## config.mk

```make
export PLATFORM = sky130hd
export DESIGN_NAME = ssm_tile_feeder_flat
export DESIGN_NICKNAME = d
export VERILOG_FILES = /design/src/rtl/ssm_tile_feeder_pkg.sv /design/src/rtl/ssm_tile_feeder_if.sv /design/src/rtl/ssm_tile_feeder_scan_cnt.sv /design/src/rtl/ssm_tile_feeder.sv /design/src/flat_wrapper.sv
export SDC_FILE = /design/constraint.sdc
export NUM_CORES = 2
export LEC_CHECK = 0
export ABC_AREA = 0
export CORE_AREA = 2 2 675 677
export CTS_CLUSTER_DIAMETER = 60
export DETAILED_ROUTE_END_ITERATION = 10
export DIE_AREA = 0 0 677 679
export PLACE_DENSITY = 0.3
export SETUP_SLACK_MARGIN = 0.2
export SYNTH_ARGS = -nofsm -noshare
export SYNTH_HDL_FRONTEND = slang
export SYNTH_HIERARCHICAL = 1
export SYNTH_SLANG_ARGS = --single-unit
```

## constraint.sdc

```tcl
create_clock -name clk -period 1.51 [get_ports clk]
set_input_delay 0.302 -clock clk [delete_from_list [all_inputs] [get_ports clk]]
set_output_delay 0.302 -clock clk [all_outputs]
set_load 0.01 [all_outputs]
```

## src/rtl/ssm_tile_feeder_pkg.sv

```systemverilog
// Shared constants, address-width helper and FSM state type for the SSM tile feeder.
// Module parameters default to these values; the address widths here describe the default build.
package ssm_pkg;

    localparam int DW      = 16;
    localparam int H       = 24;
    localparam int P       = 64;
    localparam int N_TOTAL = 128;
    localparam int N_TILE  = 16;
    localparam int TILES   = N_TOTAL / N_TILE;

    // Bits needed to hold indices 0..n-1, never less than one bit.
    function automatic int addr_w(input int n);
        return (n > 1) ? $clog2(n) : 1;
    endfunction

    localparam int SC_AW = addr_w(H);
    localparam int X_AW  = addr_w(H * P);
    localparam int BC_AW = addr_w(TILES);
    localparam int HP_AW = addr_w(H * P * TILES);

    typedef enum logic [2:0] {
        IDLE,
        FETCH,
        CAPTURE,
        SEND,
        DONE
    } state_e;

endpackage

```

## src/rtl/ssm_tile_feeder_if.sv

```systemverilog
// Tile stream from the feeder to SSMBLOCK_TOP: valid/ready handshake plus scalars, payload and tag.
interface ssm_tile_feeder_if #(
    parameter int DW     = ssm_pkg::DW,
    parameter int N_TILE = ssm_pkg::N_TILE,
    parameter int HPW    = ssm_pkg::X_AW
);

    logic                   tile_valid_o;
    logic                   tile_ready_i;
    logic [DW-1:0]          dt_o;
    logic [DW-1:0]          dt_bias_o;
    logic [DW-1:0]          A_o;
    logic [DW-1:0]          D_o;
    logic [DW-1:0]          x_o;
    logic [N_TILE*DW-1:0]   B_tile_o;
    logic [N_TILE*DW-1:0]   C_tile_o;
    logic [N_TILE*DW-1:0]   hprev_tile_o;
    logic                   tile_last_o;
    logic [HPW-1:0]         hp_idx_o;

    modport master (
        output tile_valid_o, dt_o, dt_bias_o, A_o, D_o, x_o,
               B_tile_o, C_tile_o, hprev_tile_o, tile_last_o, hp_idx_o,
        input  tile_ready_i
    );

    modport slave (
        input  tile_valid_o, dt_o, dt_bias_o, A_o, D_o, x_o,
               B_tile_o, C_tile_o, hprev_tile_o, tile_last_o, hp_idx_o,
        output tile_ready_i
    );

endinterface

```

## src/rtl/ssm_tile_feeder_scan_cnt.sv

```systemverilog
// Nested h/p/t scan counter (t fastest, h slowest) with flat index h*P+p and an end-of-scan flag.
module ssm_scan_cnt
    import ssm_pkg::*;
#(
    parameter int  H     = 2,
    parameter int  P     = 2,
    parameter int  TILES = 2,
    localparam int HW    = addr_w(H),
    localparam int PW    = addr_w(P),
    localparam int TW    = addr_w(TILES),
    localparam int HPW   = addr_w(H * P)
) (
    input  logic           clk,
    input  logic           rst,
    input  logic           clr_i,
    input  logic           adv_i,
    output logic [HW-1:0]  h_o,
    output logic [PW-1:0]  p_o,
    output logic [TW-1:0]  t_o,
    output logic [HPW-1:0] hp_o,
    output logic           last_o
);

    logic [HW-1:0] h_q, h_d;
    logic [PW-1:0] p_q, p_d;
    logic [TW-1:0] t_q, t_d;
    logic          t_wrap, p_wrap, h_wrap;

    assign t_wrap = (t_q == TW'(TILES - 1));
    assign p_wrap = (p_q == PW'(P - 1));
    assign h_wrap = (h_q == HW'(H - 1));

    always_comb begin
        h_d = h_q;
        p_d = p_q;
        t_d = t_q;
        if (clr_i) begin
            h_d = '0;
            p_d = '0;
            t_d = '0;
        end else if (adv_i) begin
            if (!t_wrap) begin
                t_d = t_q + TW'(1);
            end else begin
                t_d = '0;
                if (!p_wrap) begin
                    p_d = p_q + PW'(1);
                end else begin
                    p_d = '0;
                    h_d = h_wrap ? '0 : h_q + HW'(1);
                end
            end
        end
    end

    always_ff @(posedge clk) begin
        if (rst) begin
            h_q <= '0;
            p_q <= '0;
            t_q <= '0;
        end else begin
            h_q <= h_d;
            p_q <= p_d;
            t_q <= t_d;
        end
    end

    assign h_o    = h_q;
    assign p_o    = p_q;
    assign t_o    = t_q;
    assign hp_o   = HPW'(32'(h_q) * 32'(P) + 32'(p_q));
    assign last_o = t_wrap & p_wrap & h_wrap;

endmodule

```

## src/rtl/ssm_tile_feeder.sv

```systemverilog
// Scans every (h,p) pair and its tiles, reads scalars and tile payloads from 1-cycle-latency
// buffers, and presents one registered tile per valid/ready handshake (3 cycles per tile).
module ssm_tile_feeder
    import ssm_pkg::*;
#(
    parameter int  DW      = ssm_pkg::DW,
    parameter int  H       = ssm_pkg::H,
    parameter int  P       = ssm_pkg::P,
    parameter int  N_TOTAL = ssm_pkg::N_TOTAL,
    parameter int  N_TILE  = ssm_pkg::N_TILE,
    localparam int TILES   = N_TOTAL / N_TILE,
    localparam int SC_AW   = addr_w(H),
    localparam int P_AW    = addr_w(P),
    localparam int X_AW    = addr_w(H * P),
    localparam int BC_AW   = addr_w(TILES),
    localparam int HP_AW   = addr_w(H * P * TILES)
) (
    input  logic                 clk,
    input  logic                 rst,
    input  logic                 start_i,
    output logic                 busy_o,
    output logic                 done_o,
    output logic                 rd_en_o,
    output logic [SC_AW-1:0]     sc_addr_o,
    output logic [X_AW-1:0]      x_addr_o,
    output logic [BC_AW-1:0]     bc_addr_o,
    output logic [HP_AW-1:0]     hp_addr_o,
    input  logic [4*DW-1:0]      sc_rdata_i,
    input  logic [DW-1:0]        x_rdata_i,
    input  logic [N_TILE*DW-1:0] B_rdata_i,
    input  logic [N_TILE*DW-1:0] C_rdata_i,
    input  logic [N_TILE*DW-1:0] hprev_rdata_i,
    ssm_tile_feeder_if.master    tile
);

    state_e state_q, state_d;

    logic [SC_AW-1:0] h;
    logic [P_AW-1:0]  p;
    logic [BC_AW-1:0] t;
    logic [X_AW-1:0]  hp;
    logic             scan_last;
    logic             cap_en, adv, clr, valid;

    logic [DW-1:0]        dt_q, dt_bias_q, a_q, d_q, x_q;
    logic [N_TILE*DW-1:0] b_q, c_q, hprev_q;
    logic                 last_q;
    logic [X_AW-1:0]      hp_idx_q;

    ssm_scan_cnt #(
        .H     (H),
        .P     (P),
        .TILES (TILES)
    ) u_cnt (
        .clk    (clk),
        .rst    (rst),
        .clr_i  (clr),
        .adv_i  (adv),
        .h_o    (h),
        .p_o    (p),
        .t_o    (t),
        .hp_o   (hp),
        .last_o (scan_last)
    );

    always_ff @(posedge clk) begin
        if (rst) state_q <= IDLE;
        else     state_q <= state_d;
    end

    always_comb begin
        state_d = state_q;
        unique case (state_q)
            IDLE:    if (start_i) state_d = FETCH;
            FETCH:   state_d = CAPTURE;
            CAPTURE: state_d = SEND;
            SEND:    if (tile.tile_ready_i) state_d = scan_last ? DONE : FETCH;
            DONE:    state_d = IDLE;
            default: state_d = IDLE;
        endcase
    end

    always_comb begin
        rd_en_o = 1'b0;
        busy_o  = 1'b0;
        done_o  = 1'b0;
        cap_en  = 1'b0;
        valid   = 1'b0;
        adv     = 1'b0;
        clr     = 1'b0;
        unique case (state_q)
            IDLE:    ;
            FETCH: begin
                busy_o  = 1'b1;
                rd_en_o = 1'b1;
            end
            CAPTURE: begin
                busy_o = 1'b1;
                cap_en = 1'b1;
            end
            SEND: begin
                busy_o = 1'b1;
                valid  = 1'b1;
                adv    = tile.tile_ready_i;
            end
            DONE: begin
                done_o = 1'b1;
                clr    = 1'b1;
            end
            default: ;
        endcase
    end

    // Addresses follow the counters, which only move on a handshake, so they are stable in FETCH.
    assign sc_addr_o = h;
    assign x_addr_o  = hp;
    assign bc_addr_o = t;
    assign hp_addr_o = HP_AW'(32'(hp) * 32'(TILES) + 32'(t));

    always_ff @(posedge clk) begin
        if (rst) begin
            dt_q      <= '0;
            dt_bias_q <= '0;
            a_q       <= '0;
            d_q       <= '0;
            x_q       <= '0;
            b_q       <= '0;
            c_q       <= '0;
            hprev_q   <= '0;
            last_q    <= 1'b0;
            hp_idx_q  <= '0;
        end else if (cap_en) begin
            {d_q, a_q, dt_bias_q, dt_q} <= sc_rdata_i;
            x_q      <= x_rdata_i;
            b_q      <= B_rdata_i;
            c_q      <= C_rdata_i;
            hprev_q  <= hprev_rdata_i;
            last_q   <= (t == BC_AW'(TILES - 1));
            hp_idx_q <= hp;
        end
    end

    assign tile.tile_valid_o = valid;
    assign tile.dt_o         = dt_q;
    assign tile.dt_bias_o    = dt_bias_q;
    assign tile.A_o          = a_q;
    assign tile.D_o          = d_q;
    assign tile.x_o          = x_q;
    assign tile.B_tile_o     = b_q;
    assign tile.C_tile_o     = c_q;
    assign tile.hprev_tile_o = hprev_q;
    assign tile.tile_last_o  = last_q;
    assign tile.hp_idx_o     = hp_idx_q;

endmodule
```

## src/flat_wrapper.sv

```systemverilog
// flat-port wrapper written by rule: the top's interface ports become plain ports
module ssm_tile_feeder_flat import ssm_pkg::*;
#(
    parameter int  DW      = ssm_pkg::DW,
    parameter int  H       = ssm_pkg::H,
    parameter int  P       = ssm_pkg::P,
    parameter int  N_TOTAL = ssm_pkg::N_TOTAL,
    parameter int  N_TILE  = ssm_pkg::N_TILE,
    localparam int TILES   = N_TOTAL / N_TILE,
    localparam int SC_AW   = addr_w(H),
    localparam int P_AW    = addr_w(P),
    localparam int X_AW    = addr_w(H * P),
    localparam int BC_AW   = addr_w(TILES),
    localparam int HP_AW   = addr_w(H * P * TILES)
)
  (clk, rst, start_i, busy_o, done_o, rd_en_o, sc_addr_o, x_addr_o, bc_addr_o, hp_addr_o, sc_rdata_i, x_rdata_i, B_rdata_i, C_rdata_i, hprev_rdata_i, tile_tile_valid_o, tile_dt_o, tile_dt_bias_o, tile_A_o, tile_D_o, tile_x_o, tile_B_tile_o, tile_C_tile_o, tile_hprev_tile_o, tile_tile_last_o, tile_hp_idx_o, tile_tile_ready_i);
  ssm_tile_feeder_if #(.DW(DW), .N_TILE(N_TILE)) tile_i ();
  input  logic clk;
  input  logic rst;
  input  logic start_i;
  output logic busy_o;
  output logic done_o;
  output logic rd_en_o;
  output logic [SC_AW-1:0] sc_addr_o;
  output logic [X_AW-1:0] x_addr_o;
  output logic [BC_AW-1:0] bc_addr_o;
  output logic [HP_AW-1:0] hp_addr_o;
  input  logic [4*DW-1:0] sc_rdata_i;
  input  logic [DW-1:0] x_rdata_i;
  input  logic [N_TILE*DW-1:0] B_rdata_i;
  input  logic [N_TILE*DW-1:0] C_rdata_i;
  input  logic [N_TILE*DW-1:0] hprev_rdata_i;
  output wire logic [$bits(tile_i.tile_valid_o)-1:0] tile_tile_valid_o;
  output wire logic [$bits(tile_i.dt_o)-1:0] tile_dt_o;
  output wire logic [$bits(tile_i.dt_bias_o)-1:0] tile_dt_bias_o;
  output wire logic [$bits(tile_i.A_o)-1:0] tile_A_o;
  output wire logic [$bits(tile_i.D_o)-1:0] tile_D_o;
  output wire logic [$bits(tile_i.x_o)-1:0] tile_x_o;
  output wire logic [$bits(tile_i.B_tile_o)-1:0] tile_B_tile_o;
  output wire logic [$bits(tile_i.C_tile_o)-1:0] tile_C_tile_o;
  output wire logic [$bits(tile_i.hprev_tile_o)-1:0] tile_hprev_tile_o;
  output wire logic [$bits(tile_i.tile_last_o)-1:0] tile_tile_last_o;
  output wire logic [$bits(tile_i.hp_idx_o)-1:0] tile_hp_idx_o;
  input wire logic [$bits(tile_i.tile_ready_i)-1:0] tile_tile_ready_i;
  assign tile_tile_valid_o = tile_i.tile_valid_o;
  assign tile_dt_o = tile_i.dt_o;
  assign tile_dt_bias_o = tile_i.dt_bias_o;
  assign tile_A_o = tile_i.A_o;
  assign tile_D_o = tile_i.D_o;
  assign tile_x_o = tile_i.x_o;
  assign tile_B_tile_o = tile_i.B_tile_o;
  assign tile_C_tile_o = tile_i.C_tile_o;
  assign tile_hprev_tile_o = tile_i.hprev_tile_o;
  assign tile_tile_last_o = tile_i.tile_last_o;
  assign tile_hp_idx_o = tile_i.hp_idx_o;
  assign tile_i.tile_ready_i = tile_tile_ready_i;
  ssm_tile_feeder #(.DW(DW), .H(H), .P(P), .N_TOTAL(N_TOTAL), .N_TILE(N_TILE)) u_core (.clk(clk), .rst(rst), .start_i(start_i), .busy_o(busy_o), .done_o(done_o), .rd_en_o(rd_en_o), .sc_addr_o(sc_addr_o), .x_addr_o(x_addr_o), .bc_addr_o(bc_addr_o), .hp_addr_o(hp_addr_o), .sc_rdata_i(sc_rdata_i), .x_rdata_i(x_rdata_i), .B_rdata_i(B_rdata_i), .C_rdata_i(C_rdata_i), .hprev_rdata_i(hprev_rdata_i), .tile(tile_i));
endmodule
```

==> impl_metrics.yaml <==
clocking:
  clock-sinks: 877
  cts_buffer_depth: 4
  cts.htree.levels: 4
  clockRootBuffer: "clkbuf_16"
  clkLatencyLatePin_ps: 860
  clk_pin_slew_ps: 50
  cts_made_buffers: 173
  cts_tree: "done"
worst_setup_path:
  path_cells: "buf_4 > and3b_2 > buf_6 > buf_12"
  crit_type: "flip-flop to output pin"
  crit_required_ps: 1210
  cp_top_family: "buffers and inverters"
  cp-end-kind: "output pin"
  cpMaxStageDelayCell: "dfxtp_4"
  crit_arrival_ps: 1810
  worstPathMaxFanout: 5
  worstSetupStartpointType: "flip-flop"
  path_buf_inv: 3
  cp_slowest_stage_delay_ps: 360
sta:
  worst_slew_pin_slew_ps: 409
  post-route-worst-setup-slack_ps: -607
  clock.fmax_mhz: 472
  maxSlewHeadroom_pct: 72.6
  setup_viol: 1771
  fin_crit_ps: 2120
  period_share_pct: 140
  slew_viol_final: 0
  clock_skew_ps: 55.9
  rsz0062_at_grt: "true"
  hold_violations: 0
  fin_setup_tns_ps: -387420
  holdWs_ps: 92.1
global_routing:
  grt_max_degree: 84
  grt_first_pass_wirelength_um: 394000
  busiest_layer: "met2"
  grt.met2_usage_pct: 23.2
  first_global_vias: 40900
  track_usage_pct: 12.6
  grt-ovfl-total: 0
  antenna_found_initial: 149
  grt.met1_usage_pct: 13.1
  met3_usage_pct: 5.67
pwr:
  total_power_mw: 87.6
  peakVddDrop_v: 0.000723
  power.leakage_nw: 33.5
  p_per_area_nw_per_um2: 984
run_status:
  violations: "setup timing"
  status: "finished with violations"
detailed_routing:
  via_per_inst: 3.02
  routed_wl_um: 316000
  vias: 39100
  postRouteAntennaNets: 0
  drt_iter0_drc: 1214
  drc: 0
  drtPass1Iterations: 4
  avgRoutedWirePerCell_um: 24.4
floorplan:
  coreArea_um2: 452000
  die_area_um2: 460000
  rows: 247
  die_h_um: 679
  fp.dieW_um: 677
  io_pins: 1749
  start_util_pct: 8.67
synth:
  synthesis.nets: 4698
  syn_area_um2: 39200
  synth_area_per_cell_um2: 10.2
  synth_warnings: 6
  synth_cells: 3842
hold_path:
  hp-class: "input port to flip-flop"
flow_run:
  max_cap_violations: 0
finish:
  nets: 7663
  nFillCells: 49500
  drive_gt1_share_pct: 40.7
  area_growth_syn_to_layout_pct: 127
place:
  dpl.hpwl_um: 256000
  routabilityCongestion: 0.886
  port_buffers: 1748
==> worst reg2reg max path, delay by kind of cell, from the launching register on <==
family / cells / cell delay, ps
multiplexers: 1 / 210
AND/OR/NAND/NOR: 1 / 270
buffers and inverters: 7 / 1040
flip-flops: 1 / 360
==> through the flow <==
stage,instance area [um2],worst slack (ps),util (%),cells
floorplan,39400,-133,-,3842
global placement,68100,-699,15.1,11600
detailed placement,68100,-581,15.1,11600
CTS,83500,-738,18.5,12600
global route,89000,-708,19.7,12900
finish,89000,-607,19.7,12900
==> cell type report <==
cell class,instances,area (um2),share of cell area (%)
Tap cell,5976,7480,8.40
Multi-Input combinational cell,2656,20100,22.6
Antenna cell,24,60.1,0.0675
Inverter,1,3.75,0.00422
Timing Repair Buffer,3098,36300,40.7
Clock buffer,222,4860,5.46
Sequential cell,877,19100,21.5
Clock inverter,88,1140,1.28
==> per-layer routing <==
layer	share of wire, %	routed length (um)	vias up
met1	37	118000	18800
met3	9.2	29200	480
met4	2.3	7360	60
met2	51	161000	1266
li1	-	-	18400
met5	0.11	357	-
==> placed cells by master, fill, tap and decap left out, drive strengths merged, types with 2 or more instances in the layout <==
| cell | instances |
|---|---|
| nand2b | 1719 |
| buf | 1537 |
| dfxtp | 877 |
| mux2i | 864 |
| clkdlybuf4s50 | 850 |
| dlygate4sd3 | 643 |
| clkbuf | 289 |
| clkinv | 41 |
| diode | 24 |
| bufinv | 18 |
| clkinvlp | 18 |
| inv | 12 |
| nand2 | 10 |
| a21oi | 9 |
| nor2 | 8 |
| nand3 | 5 |
| ha | 4 |
| nand4b | 3 |
| or4 | 3 |
| o21ai | 3 |
| o31ai | 3 |
| nor3b | 2 |
| and2 | 2 |
| nor3 | 2 |
| and3 | 2 |
| nand4 | 2 |
==> path summary, 6_finish.rpt <==
path | from | endpoint | slack [ps] | depth (start not counted)
min reg2reg | u_core/tile.hprev_tile_o[43] | u_core/tile.hprev_tile_o[43] | 470 | 2
min | hprev_rdata_i[162] | u_core/tile.hprev_tile_o[162] | 90 | 3
max | u_core/state_q[0] | tile_tile_valid_o | -610 | 4
max reg2reg | u_core/state_q[0] | u_core/tile.B_tile_o[124] | -500 | 9
==> sequential cells by signal, indices dropped and copies added, names as in the netlist <==
| register | cells |
|---|---|
| u_core/u_cnt/p_o | 6 |
| u_core/tile.C_tile_o | 256 |
| u_core/tile.tile_last_o | 1 |
| u_core/tile.A_o | 16 |
| u_core/tile.D_o | 16 |
| u_core/tile.x_o | 16 |
| u_core/tile.dt_o | 16 |
| u_core/tile.B_tile_o | 256 |
| u_core/tile.hp_idx_o | 11 |
| u_core/u_cnt/h_o | 5 |
| u_core/tile.dt_bias_o | 16 |
| u_core/state_q | 3 |
| u_core/tile.hprev_tile_o | 256 |
| u_core/u_cnt/t_o | 3 |
==> power by group <==
part           switching [mW]  internal [mW]  leakage [nW]  total [mW]
sequential               1.50           24.9          7.59        26.4
clock                    15.2           25.9          2.90        41.1
combinational            8.09           12.0          23.0        20.1
total                    24.8           62.8          33.5        87.6
==> repair_timing <==
action                                  in CTS  in global routing
endpoints found under the setup margin    1772               1773
gates resized for setup                   4532                630
cloned                                       0                 81
pin swaps                                    2                 12
setup buffers                              127                206
endpoints found under the hold margin      642                  0
hold buffers                               643                  0
Power figures use the tool's default switching activity.
